===== config.mk =====
export PLATFORM = sky130hd
export DESIGN_NAME = alu_result_fifo
export DESIGN_NICKNAME = d
export VERILOG_FILES = /design/src/rtl/alu_result_fifo.sv
export SDC_FILE = /design/constraint.sdc
export NUM_CORES = 1
export LEC_CHECK = 0
export ABC_AREA = 1
export ABC_CLOCK_PERIOD_IN_PS = 5700
export BUFFER_PORTS_ARGS = -buffer_cell sky130_fd_sc_hd__buf_2
export CORE_ASPECT_RATIO = 0.9
export CORE_MARGIN = 5
export CORE_UTILIZATION = 40
export CTS_BUF_LIST = sky130_fd_sc_hd__clkbuf_8
export DETAILED_ROUTE_END_ITERATION = 8
export PLACE_DENSITY = 0.68
export SLEW_MARGIN = 40
export SYNTH_ARGS = -nofsm -noshare
export SYNTH_HDL_FRONTEND = slang
export SYNTH_SLANG_ARGS = --single-unit

===== constraint.sdc =====
create_clock -name clk -period 5.7 [get_ports clk]
set_clock_uncertainty 0.1 [all_clocks]
set_input_delay 0.57 -clock clk [delete_from_list [all_inputs] [get_ports clk]]
set_output_delay 0.57 -clock clk [all_outputs]
set_load 0.05 [all_outputs]

===== src/rtl/alu_result_fifo.sv =====
`default_nettype none
// ============================================================================
// Module      : alu_result_fifo
// Description : Show-ahead FIFO that buffers ALU result words with their
//               carry and compare flags. Optional carry counting is enabled
//               by defining ALU_RESULT_FIFO_CARRY_CNT_EN.
// Revision    : 1.0 - initial release
// ============================================================================
module alu_result_fifo #(
  parameter int DEPTH = 4
) (
  input  logic       clk,
  input  logic       rst,
  input  logic       in_valid,
  output logic       in_ready,
  // 'final' is a reserved word in SystemVerilog, hence the suffix
  input  logic [3:0] final_res,
  input  logic       final_carry,
  input  logic       EQ,
  input  logic       A_GT_B,
  input  logic       B_GT_A,
  output logic       out_valid,
  input  logic       out_ready,
  output logic [3:0] out_result,
  output logic [3:0] out_flags,
  output logic [4:0] count,
  output logic       flag_err,
  output logic [7:0] carry_cnt
);

  localparam int         c_AW    = (DEPTH > 1) ? $clog2(DEPTH) : 1;
  localparam logic [4:0] c_FULL  = 5'(DEPTH);

  logic [3:0]      r_mem_result [DEPTH];
  logic [3:0]      r_mem_flags  [DEPTH];
  logic [c_AW-1:0] r_wr_ptr;
  logic [c_AW-1:0] r_rd_ptr;
  logic [4:0]      r_count;
  logic            r_flag_err;
  logic            w_push;
  logic            w_pop;
  logic            w_flags_bad;

  // Handshake status comes only from the registered occupancy
  assign in_ready    = (r_count != c_FULL);
  assign out_valid   = (r_count != 5'd0);
  assign count       = r_count;
  assign flag_err    = r_flag_err;

  assign w_push      = in_valid && in_ready;
  assign w_pop       = out_valid && out_ready;
  assign w_flags_bad = !$onehot({EQ, A_GT_B, B_GT_A});

  assign out_result  = r_mem_result[r_rd_ptr];
  assign out_flags   = r_mem_flags[r_rd_ptr];

  // Storage carries no reset; stale contents are never presented as valid
  always_ff @(posedge clk) begin
    if (w_push) begin
      r_mem_result[r_wr_ptr] <= final_res;
      r_mem_flags[r_wr_ptr]  <= {final_carry, EQ, A_GT_B, B_GT_A};
    end
  end

  always_ff @(posedge clk or posedge rst) begin
    if (rst) begin
      r_wr_ptr   <= '0;
      r_rd_ptr   <= '0;
      r_count    <= 5'd0;
      r_flag_err <= 1'b0;
    end else begin
      if (w_push) begin
        r_wr_ptr <= r_wr_ptr + 1'b1;
      end
      if (w_pop) begin
        r_rd_ptr <= r_rd_ptr + 1'b1;
      end
      case ({w_push, w_pop})
        2'b10:   r_count <= r_count + 5'd1;
        2'b01:   r_count <= r_count - 5'd1;
        default: r_count <= r_count;
      endcase
      if (w_push && w_flags_bad) begin
        r_flag_err <= 1'b1;
      end
    end
  end

`ifdef ALU_RESULT_FIFO_CARRY_CNT_EN
  logic [7:0] r_carry_cnt;

  always_ff @(posedge clk or posedge rst) begin
    if (rst) begin
      r_carry_cnt <= 8'd0;
    end else if (w_push && final_carry && (r_carry_cnt != 8'hFF)) begin
      r_carry_cnt <= r_carry_cnt + 8'd1;
    end
  end

  assign carry_cnt = r_carry_cnt;
`else
  assign carry_cnt = 8'd0;
`endif

endmodule
`default_nettype wire


==> results of run 1 <==
[layer usage]
metal / wire [um] / vias up
met2: 1680 / 37
li1: - / 642
met1: 1550 / 599
met4: 15 / 0
met5: 0 / -
met3: 240 / 2
[cell families after synthesis]
group           after synthesis
compound gates               26
other cells                   1
flops                        42
simple gates                 66
fa+ha+maj                    10
buf+inv                      30
xor+xnor                      2
[synthesized netlist by cell type, drive strengths merged]
| cell type | instances |
|---|---|
| nand4 | 2 |
| xor2 | 1 |
| o21ai | 16 |
| xnor2 | 1 |
| nand2 | 29 |
| o21bai | 1 |
| inv | 18 |
| o22ai | 9 |
| conb | 1 |
| buf | 11 |
| nor2 | 25 |
| dfrtp | 10 |
| fa | 2 |
| nand3 | 8 |
| edfxtp | 32 |
| clkbuf | 1 |
| ha | 8 |
| or2 | 2 |
[critical path: cells and delay by family (launching register included)]
kind / cells / cell delay [ns]
buffers and inverters: 2 / 0.41
flip-flops: 1 / 0.76
AO/OA/AOI/OAI: 2 / 0.30
[final cells by class]
class,count,area (um2)
inverters,18,70.1
clock inverters,3,17.5
clock buffers,5,68.8
multi-input cells,112,638
fillers,455,2610
well taps,65,81.3
repair buffers,27,135
flip-flops and latches,42,1210
[power by group]
| group | total (mW) | switching, mW | internal [mW] | leakage [nW] |
|---|---|---|---|---|
| clock network | 0.181 | 0.0966 | 0.0846 | 0.0493 |
| logic | 0.634 | 0.467 | 0.167 | 0.493 |
| registers | 0.485 | 0.0755 | 0.410 | 0.411 |
| total | 1.30 | 0.639 | 0.661 | 0.954 |
[how the worst max path moves through the flow]
stage                start  cells past startpoint             to
2_1_floorplan     count[0]                     11       count[3]
3_3_place_gp      count[0]                     11       count[3]
3_5_place_dp      count[0]                     11       count[3]
4_1_cts        r_rd_ptr[0]                      4  out_result[0]
5_1_grt        r_rd_ptr[0]                      4   out_flags[3]
6_report       r_rd_ptr[0]                      4  out_result[0]
[registers in the layout, summed over array words and instances, names as in the netlist]
register / flops
r_rd_ptr: 2
flag_err: 1
count: 5
r_mem_result: 16
r_mem_flags: 16
r_wr_ptr: 2
==> metrics.yaml, run 1 <==
yosys:
  synth.cell_area_um2: 1990
  synth_compound_area_share_pct: 7.25
  muxShareOfSynthArea_pct: 0
  synth_warnings: 0
  syn-instance-count: 177
  synth.distinct_cells: 24
  synth_top_area_share_pct: 48.4
  synth_seq_cells: 42
  synth_xor_area_share_pct: 0.882
  avgSynthCellArea_um2: 11.2
  synth_fa_ha_area_share_pct: 7.06
  synth.top_cells.by_area: "edfxtp_1, dfrtp_1, nand2_1"
  yosysSeqAreaShare_pct: 61.0
  synth_top_area_cell: "edfxtp_1"
  synth_top_family_by_area: "simple AND/OR/NAND/NOR gates"
  synth_simple_gate_area_share_pct: 15.3
critical_path:
  reg2reg_to: "count[3]"
  arrival_ns: 1.76
  worstPathMaxFanout: 19
  crit_chain: "inv_4 -> o21ai_0 -> o22ai_1 -> buf_2"
  ff2ff_setup_slack_ns: 3.40
  end_kind: "output pin"
  critical_path_class: "flop to output pin"
  worstReg2RegStart: "count[0]"
  critPathSlowestCell: "dfrtp_1"
  worstPathRequired_ns: 5.03
  critPathMaxStageDelay_ns: 0.76
  cp-start-kind: "flop"
  reg2reg_depth: 11
cts:
  cts_tree: "done"
  hold_buffers: 0
  clk_latency_ns: 0.28
  clk_pin_slew_ns: 0.08
  htree_num_levels: 2
  cts.repair.resized: 0
  postCtsSetupBuffers: 0
  cts_buffer_depth: 2
  clkSinkCount: 42
  cts-buffers-inserted: 5
  cts-root-buf: "clkbuf_8"
global_route:
  grt_util_met3_pct: 4.29
  top_usage_layer: "met2"
  grt_max_degree: 20
  grt_usage_pct: 11.4
  antenna_found_initial: 0
  grt_first_pass_wirelength_um: 5840
  grtUsageMet2_pct: 18.9
  grt_use_met1_pct: 13.9
  grt-ovfl-total: 0
  grt_pass1_vias: 1221
sta:
  hold_violations: 0
  setup_viol: 0
  hold-worst-slack_ns: 0.153
  worst_pin_slew_ns: 0.765
  slew_violations: 0
  finalCritPeriodShare_pct: 42.7
  grt_setup_unrepaired: "false"
  fin_tns_setup_ns: 0
  slew_headroom_pct: 48.8
  fin_ws_ns: 3.27
  period_needed_ns: 2.43
  fmaxAchievable_mhz: 411
floorplan:
  core-area_um2: 4830
  die_h_um: 76.8
  start_util_pct: 41.1
  die_area_um2: 6470
  die_w_um: 84.3
  ios: 36
  rows: 24
place:
  dp_slack_ns: 3.42
  placed_cells: 264
  gp_congestion: 0.805
  place.port_buffers: 27
  place_area_um2: 2130
  hpwl_um: 2450
layout:
  final_core_util_pct: 46.0
  fin_nets: 228
  n_antenna_cell: 0
  final_cells: 272
  layout_common_cells: "edfxtp_1, nand2_1, buf_2"
  syn2layout_area_growth_pct: 11.9
  final_cell_area_um2: 2220
  drive_above_1_share_pct: 20.3
  final_common_cell: "edfxtp_1"
detailed_routing:
  vias_per_cell: 4.71
  dr_total_vias: 1280
  wirelength_um: 3490
  drc: 0
  first_pass_iters: 4
  final_antenna_net_count: 0
  drt_iter0_drc: 36
  routedWlPerCell_um: 12.8
hold_path:
  hold_class: "primary input to async pin"
power:
  p_per_area_nw_per_um2: 585
  leakagePower_nw: 0.954
  worst_ir_drop_vdd_v: 0.000250
  p_total_mw: 1.30
flow_run:
  drv_cap: 0
outcome:
  status: "completed"
Note: power is estimated with default switching activity, not from simulation.
==> inputs of run 2 (changes only) <==
Settings changed: ABC_CLOCK_PERIOD_IN_PS 5700 to 2250.
Clock period 5.7 ns to 2.25 ns, I/O delays scaled along.
==> run 2 against run 1 <==
Against the previous run: register-to-register slack lost 3.2 ns; combinational power grew to 2.8 times the previous value; global-route usage grew 0.68 points; critical path depth grew 8; largest cell class unchanged; clock power grew to 2.7 times the previous value; largest power group unchanged.
==> metrics.yaml, run 2 (synthesis gave the netlist of run 1 again) <==
outcome:
  status: "completed"
critical_path:
  cp-start-kind: "flop"
  critPathMaxStageDelay_ns: 0.46  # -0.30 ns
  worstPathRequired_ns: 2.33  # -2.70 ns
  crit_chain: "nor2_4 -> nand4_4 -> nand2_2 -> inv_2 -> ha_4 -> fa_2 -> nand2_1 -> nand2_1 -> nand2_1 -> nand2_1 -> nand3_1 -> nand2_1"
  cpMostUsedCell: "nand2_1"
  critical_path_class: "flop to flop"
  path_buf_inv: 1  # -1
  ff2ff_setup_slack_ns: 0.21  # -3.19 ns
  critPathSlowestCell: "dfrtp_2"
  reg2reg_to: "count[4]"
  reg2reg_depth: 12  # +1
  critPathTopFamily: "simple AND/OR/NAND/NOR gates"
  worstPathMaxFanout: 6  # -13
  end_kind: "flop"
  arrival_ns: 2.12  # +0.36 ns
  worst-path-stages: 12  # +8
  worstReg2RegStart: "count[1]"
cts:
  htree_num_levels: 2  # unchanged
  cts-root-buf: "clkbuf_8"
  cts_tree: "done"
  cts_buffer_depth: 2  # unchanged
  clkSinkCount: 42  # unchanged
  clk_latency_ns: 0.29  # about the same
  cts-buffers-inserted: 5  # unchanged
  clk_pin_slew_ns: 0.09  # about the same
  cts.repair.resized: 0  # unchanged
  postCtsSetupBuffers: 0  # unchanged
floorplan:
  die_w_um: 84.3  # unchanged
  rows: 24  # unchanged
  core-area_um2: 4830  # unchanged
  die_h_um: 76.8  # unchanged
  die_area_um2: 6470  # unchanged
  ios: 36  # unchanged
  start_util_pct: 41.1  # unchanged
global_route:
  grt_usage_pct: 12.1  # +0.68 points
  grt-ovfl-total: 0  # unchanged
  grt_max_degree: 18  # -10%
  grt_first_pass_wirelength_um: 6140  # +5.2%
  grt_pass1_vias: 1253  # +2.6%
  antenna_found_initial: 0  # unchanged
sta:
  setup_viol: 0  # unchanged
  fmaxAchievable_mhz: 491
  finalCritPeriodShare_pct: 90.5
  hold_violations: 0  # unchanged
  worst_pin_slew_ns: 0.806  # +0.0414 ns
  hold-worst-slack_ns: 0.0406  # -0.112 ns
  period_needed_ns: 2.04
  slew_violations: 0  # unchanged
  slew_headroom_pct: 46.1  # -2.8 points
  grt_setup_unrepaired: "false"
layout:
  n_antenna_cell: 0  # unchanged
  final_cells: 274  # +0.74%
  final_common_cell: "edfxtp_1"
  fillerInstances: 466  # +2.4%
  fin_nets: 230  # +0.88%
  syn2layout_area_growth_pct: 16.4
  layout_common_cells: "edfxtp_1, nand2_1, buf_2"
  drive_above_1_share_pct: 27.3  # +7.0 points
  multi_input_area_um2: 697  # +9.2%
  seq_area_um2: 1220  # +0.52%
  final_core_util_pct: 47.8  # +1.8 points
detailed_routing:
  final_antenna_net_count: 0  # unchanged
  routedWlPerCell_um: 13.4  # +4.9%
  vias_per_cell: 4.73  # +0.51%
  wirelength_um: 3680  # +5.7%
  first_pass_iters: 6  # +2
  dr_total_vias: 1296  # +1.3%
  drc: 0  # unchanged
  drt_iter0_drc: 65  # +81%
power:
  p_per_area_nw_per_um2: 1500  # +160%
  leakagePower_nw: 0.945  # -0.91%
  worst_ir_drop_vdd_v: 0.000727  # +190%
hold_path:
  hold_class: "primary input to flop"
  hold_start: "final_res[0]"
  whs_endpoint: "r_mem_result[2][0]"
  worstHoldPathCells: 1
place:
  placed_cells: 265  # +0.38%
  hpwl_um: 2620  # +6.9%
  place.port_buffers: 27  # unchanged
  gp_congestion: 0.782  # -2.8%
flow_run:
  drv_cap: 0  # unchanged
run 2: cell types whose count changed in the layout (fill, tap and decap cells not counted), sizes merged:
cell | before | now
clkinv | 2 | 0
buf | 27 | 28
dlygate4sd3 | 0 | 1
clkinvlp | 0 | 2
run 2: layer usage:
layer	global-route usage (%)	up-vias	wire, um	part of all wire, %
met2	19.0	39	1730	47
met4	2.89	0	36	0.98
met5	0	-	0	0
met3	4.18	7	222	6.0
li1	-	647	-	-
met1	16.0	603	1690	46
run 2: where the power goes:
part           total (mW)  switching (mW)  internal [mW]
clock network       0.493           0.271          0.222
logic                1.77            1.27          0.494
registers            1.21           0.160           1.05
total                3.47            1.71           1.76
run 2: worst reg2reg max path, delay by kind of cell, from the launching register on:
family                   cells  cell delay, ns
flip-flops                   1            0.46
AND/OR/NAND/NOR              9            0.80
buffers and inverters        1            0.05
adder cells (fa/ha/maj)      2            0.53
run 2: cell type report:
type | count | area share, %
flip-flops and latches | 42 | 52.7
multi-input cells | 112 | 30.2
repair buffers | 29 | 6.61
well taps | 65 | 3.52
inverters | 18 | 3.03
clock buffers | 5 | 2.98
clock inverters | 3 | 1.03
run 2: worst max path at each step:
stage,startpoint,end,slack (ns)
5_1_grt,count[1],count[4],0.08
6_report,count[1],count[4],0.21
3_5_place_dp,count[1],count[4],0.20
2_1_floorplan,count[1],count[4],-0.01
4_1_cts,count[1],count[4],0.19
3_3_place_gp,count[1],count[4],0.24
run 2: through the flow:
stage	setup WS [ns]	cell area [um2]	power (mW)	setup TNS [ns]
after global placement	0.242	2200	2.97	0
final	0.214	2310	3.47	0
after CTS	0.189	2310	3.50	0
after global routing	0.0758	2310	3.69	0
after detailed placement	0.197	2200	3.01	0
after floorplan	-0.0111	2070	2.65	-0.0111
run 2: what timing repair did:
action	in CTS	in global routing
endpoints found under the setup margin	0	0
endpoints found under the hold margin	10	0
hold buffers	1	0
==> inputs of run 3 (changes only) <==
Settings changed: ABC_CLOCK_PERIOD_IN_PS 2250 to 2100.
Clock period 2.25 ns to 2.1 ns, I/O delays scaled along.
==> run 3 against run 2 <==
Against the previous run: first-iteration DRC count fell by 25%; via count is 2.7% lower; routed wire length shrank 0.87%; non-clock buffer count is 3 higher; cell area increased by 0.87%; die area stayed put; clock power is 4.5% higher; sequential share of layout area is 0.45 points lower; sequential power increased by 5%; cell count rose by 1.1%; critical endpoint is now out_flags[2]; largest power group unchanged; highest routed layer unchanged.
==> metrics.yaml, run 3 (synthesis gave the netlist of run 1 again) <==
floorplan:
  start_util_pct: 41.1  # unchanged
  die_area_um2: 6470  # unchanged
  die_w_um: 84.3  # unchanged
  die_h_um: 76.8  # unchanged
  ios: 36  # unchanged
  rows: 24  # unchanged
  core-area_um2: 4830  # unchanged
global_route:
  grt_usage_pct: 11.7  # -0.38 points
  grt_first_pass_wirelength_um: 5850  # -4.7%
  grt-ovfl-total: 0  # unchanged
  grt_max_degree: 18  # unchanged
  antenna_found_initial: 0  # unchanged
  grt_pass1_vias: 1209  # -3.5%
cts:
  cts_buffer_depth: 2  # unchanged
  htree_num_levels: 2  # unchanged
  clk_latency_ns: 0.30  # about the same
  cts-root-buf: "clkbuf_8"
  clkSinkCount: 42  # unchanged
  cts-buffers-inserted: 5  # unchanged
  cts_tree: "done"
  clk_pin_slew_ns: 0.08  # about the same
critical_path:
  end_kind: "output pin"
  critical_path_class: "flop to output pin"
  worstPathRequired_ns: 1.79  # -0.54 ns
  arrival_ns: 1.69  # -0.43 ns
  worstPathMaxFanout: 17  # +11
  cp-start-kind: "flop"
flow_run:
  drv_cap: 0  # unchanged
sta:
  fmaxAchievable_mhz: 501
  finalCritPeriodShare_pct: 95.1
  setup_viol: 0  # unchanged
  hold_violations: 0  # unchanged
  period_needed_ns: 2.00
  fin_tns_setup_ns: 0  # unchanged
  grt_setup_unrepaired: "false"
  slew_headroom_pct: 49.4  # +3.3 points
  slew_violations: 0  # unchanged
  worst_pin_slew_ns: 0.756  # -0.0501 ns
detailed_routing:
  wirelength_um: 3650  # -0.87%
  vias_per_cell: 4.55  # -3.8%
  dr_total_vias: 1261  # -2.7%
  routedWlPerCell_um: 13.2  # -1.9%
  drc: 0  # unchanged
  first_pass_iters: 4  # -2
  drt_iter0_drc: 49  # -25%
  final_antenna_net_count: 0  # unchanged
layout:
  final_cell_area_um2: 2330  # +0.87%
  fin_nets: 233  # +1.3%
  syn2layout_area_growth_pct: 17.4
  layout_common_cells: "edfxtp_1, nand2_1, buf_2"
  n_antenna_cell: 0  # unchanged
  final_common_cell: "edfxtp_1"
  final_core_util_pct: 48.2  # +0.41 points
  drive_above_1_share_pct: 28.8  # +1.5 points
place:
  place_area_um2: 2200  # unchanged
  place.port_buffers: 27  # unchanged
  hpwl_um: 2560  # -2.3%
  gp_congestion: 0.774  # -1.0%
hold_path:
  hold_class: "primary input to flop"
power:
  p_per_area_nw_per_um2: 1610  # +7.0%
  worst_ir_drop_vdd_v: 0.000694  # -4.6%
  leakagePower_nw: 0.962  # +1.8%
outcome:
  status: "completed"
==> run 3: cell count changes in the layout (fill, tap and decap cells not counted) <==
cell,previous run,this run
buf_4,1,4
clkinv_2,0,1
clkinv_4,0,1
clkinvlp_4,2,1
inv_1,15,14
inv_2,2,3
inv_6,1,0
==> run 3: area by class of cell <==
type | instances | area (um2)
flip-flops and latches | 42 | 1220
inverters | 18 | 70.1
clock inverters | 3 | 21.3
repair buffers | 32 | 175
well taps | 65 | 81.3
clock buffers | 5 | 68.8
multi-input cells | 112 | 697
fillers | 463 | 2500
==> run 3: worst paths after layout <==
check | start | endpoint | slack (ns) | depth (start not counted)
max in group asynchronous | rst | count[1] | 1.27 | 3
max reg2reg | count[1] | count[4] | 0.11 | 12
min | final_carry | r_mem_flags[0][3] | 0.03 | 1
min reg2reg | flag_err | flag_err | 0.39 | 1
min in group asynchronous | rst | r_rd_ptr[0] | 0.33 | 3
max | r_rd_ptr[0] | out_flags[2] | 0.10 | 5
==> run 3: report_power, final <==
group	switching [mW]	internal, mW	total (mW)	leakage (nW)
registers	0.146	1.12	1.27	0.406
logic	1.40	0.565	1.96	0.512
clock network	0.281	0.233	0.515	0.0441
total	1.82	1.92	3.74	0.962
==> run 3: critical path: stages (launching register included) <==
cell	delay, ns
dfrtp_1	0.42
buf_4	0.22
inv_4	0.17
o21ai_0	0.10
o22ai_1	0.17
buf_2	0.30
==> run 3: timing repair <==
item | in CTS | in global routing
hold buffers | 1 | 0
endpoints found under the setup margin | 0 | 2
resized for setup | 0 | 1
hold endpoints to repair | 10 | 0
setup buffers | 0 | 3
==> run 3: per-layer routing <==
layer	GRT usage [%]	share of wire, %	up-vias	wire [um]
li1	-	-	645	-
met1	15.3	48	583	1750
met2	17.7	45	28	1640
met3	3.54	5.5	5	201
met4	5.31	1.6	0	59
met5	0	0	-	0
==> run 3: per-stage QoR <==
step,setup WS [ns],total power [mW],std cells,hold slack (ns)
3_3_place_gp,0.0913,3.19,265,0.114
2_1_floorplan,-0.161,2.84,184,-0.0502
5_1_grt,0.00310,4.00,277,0.0213
3_5_place_dp,0.0794,3.22,265,0.117
6_report,0.104,3.74,277,0.0293
4_1_cts,0.0653,3.73,274,0.0247
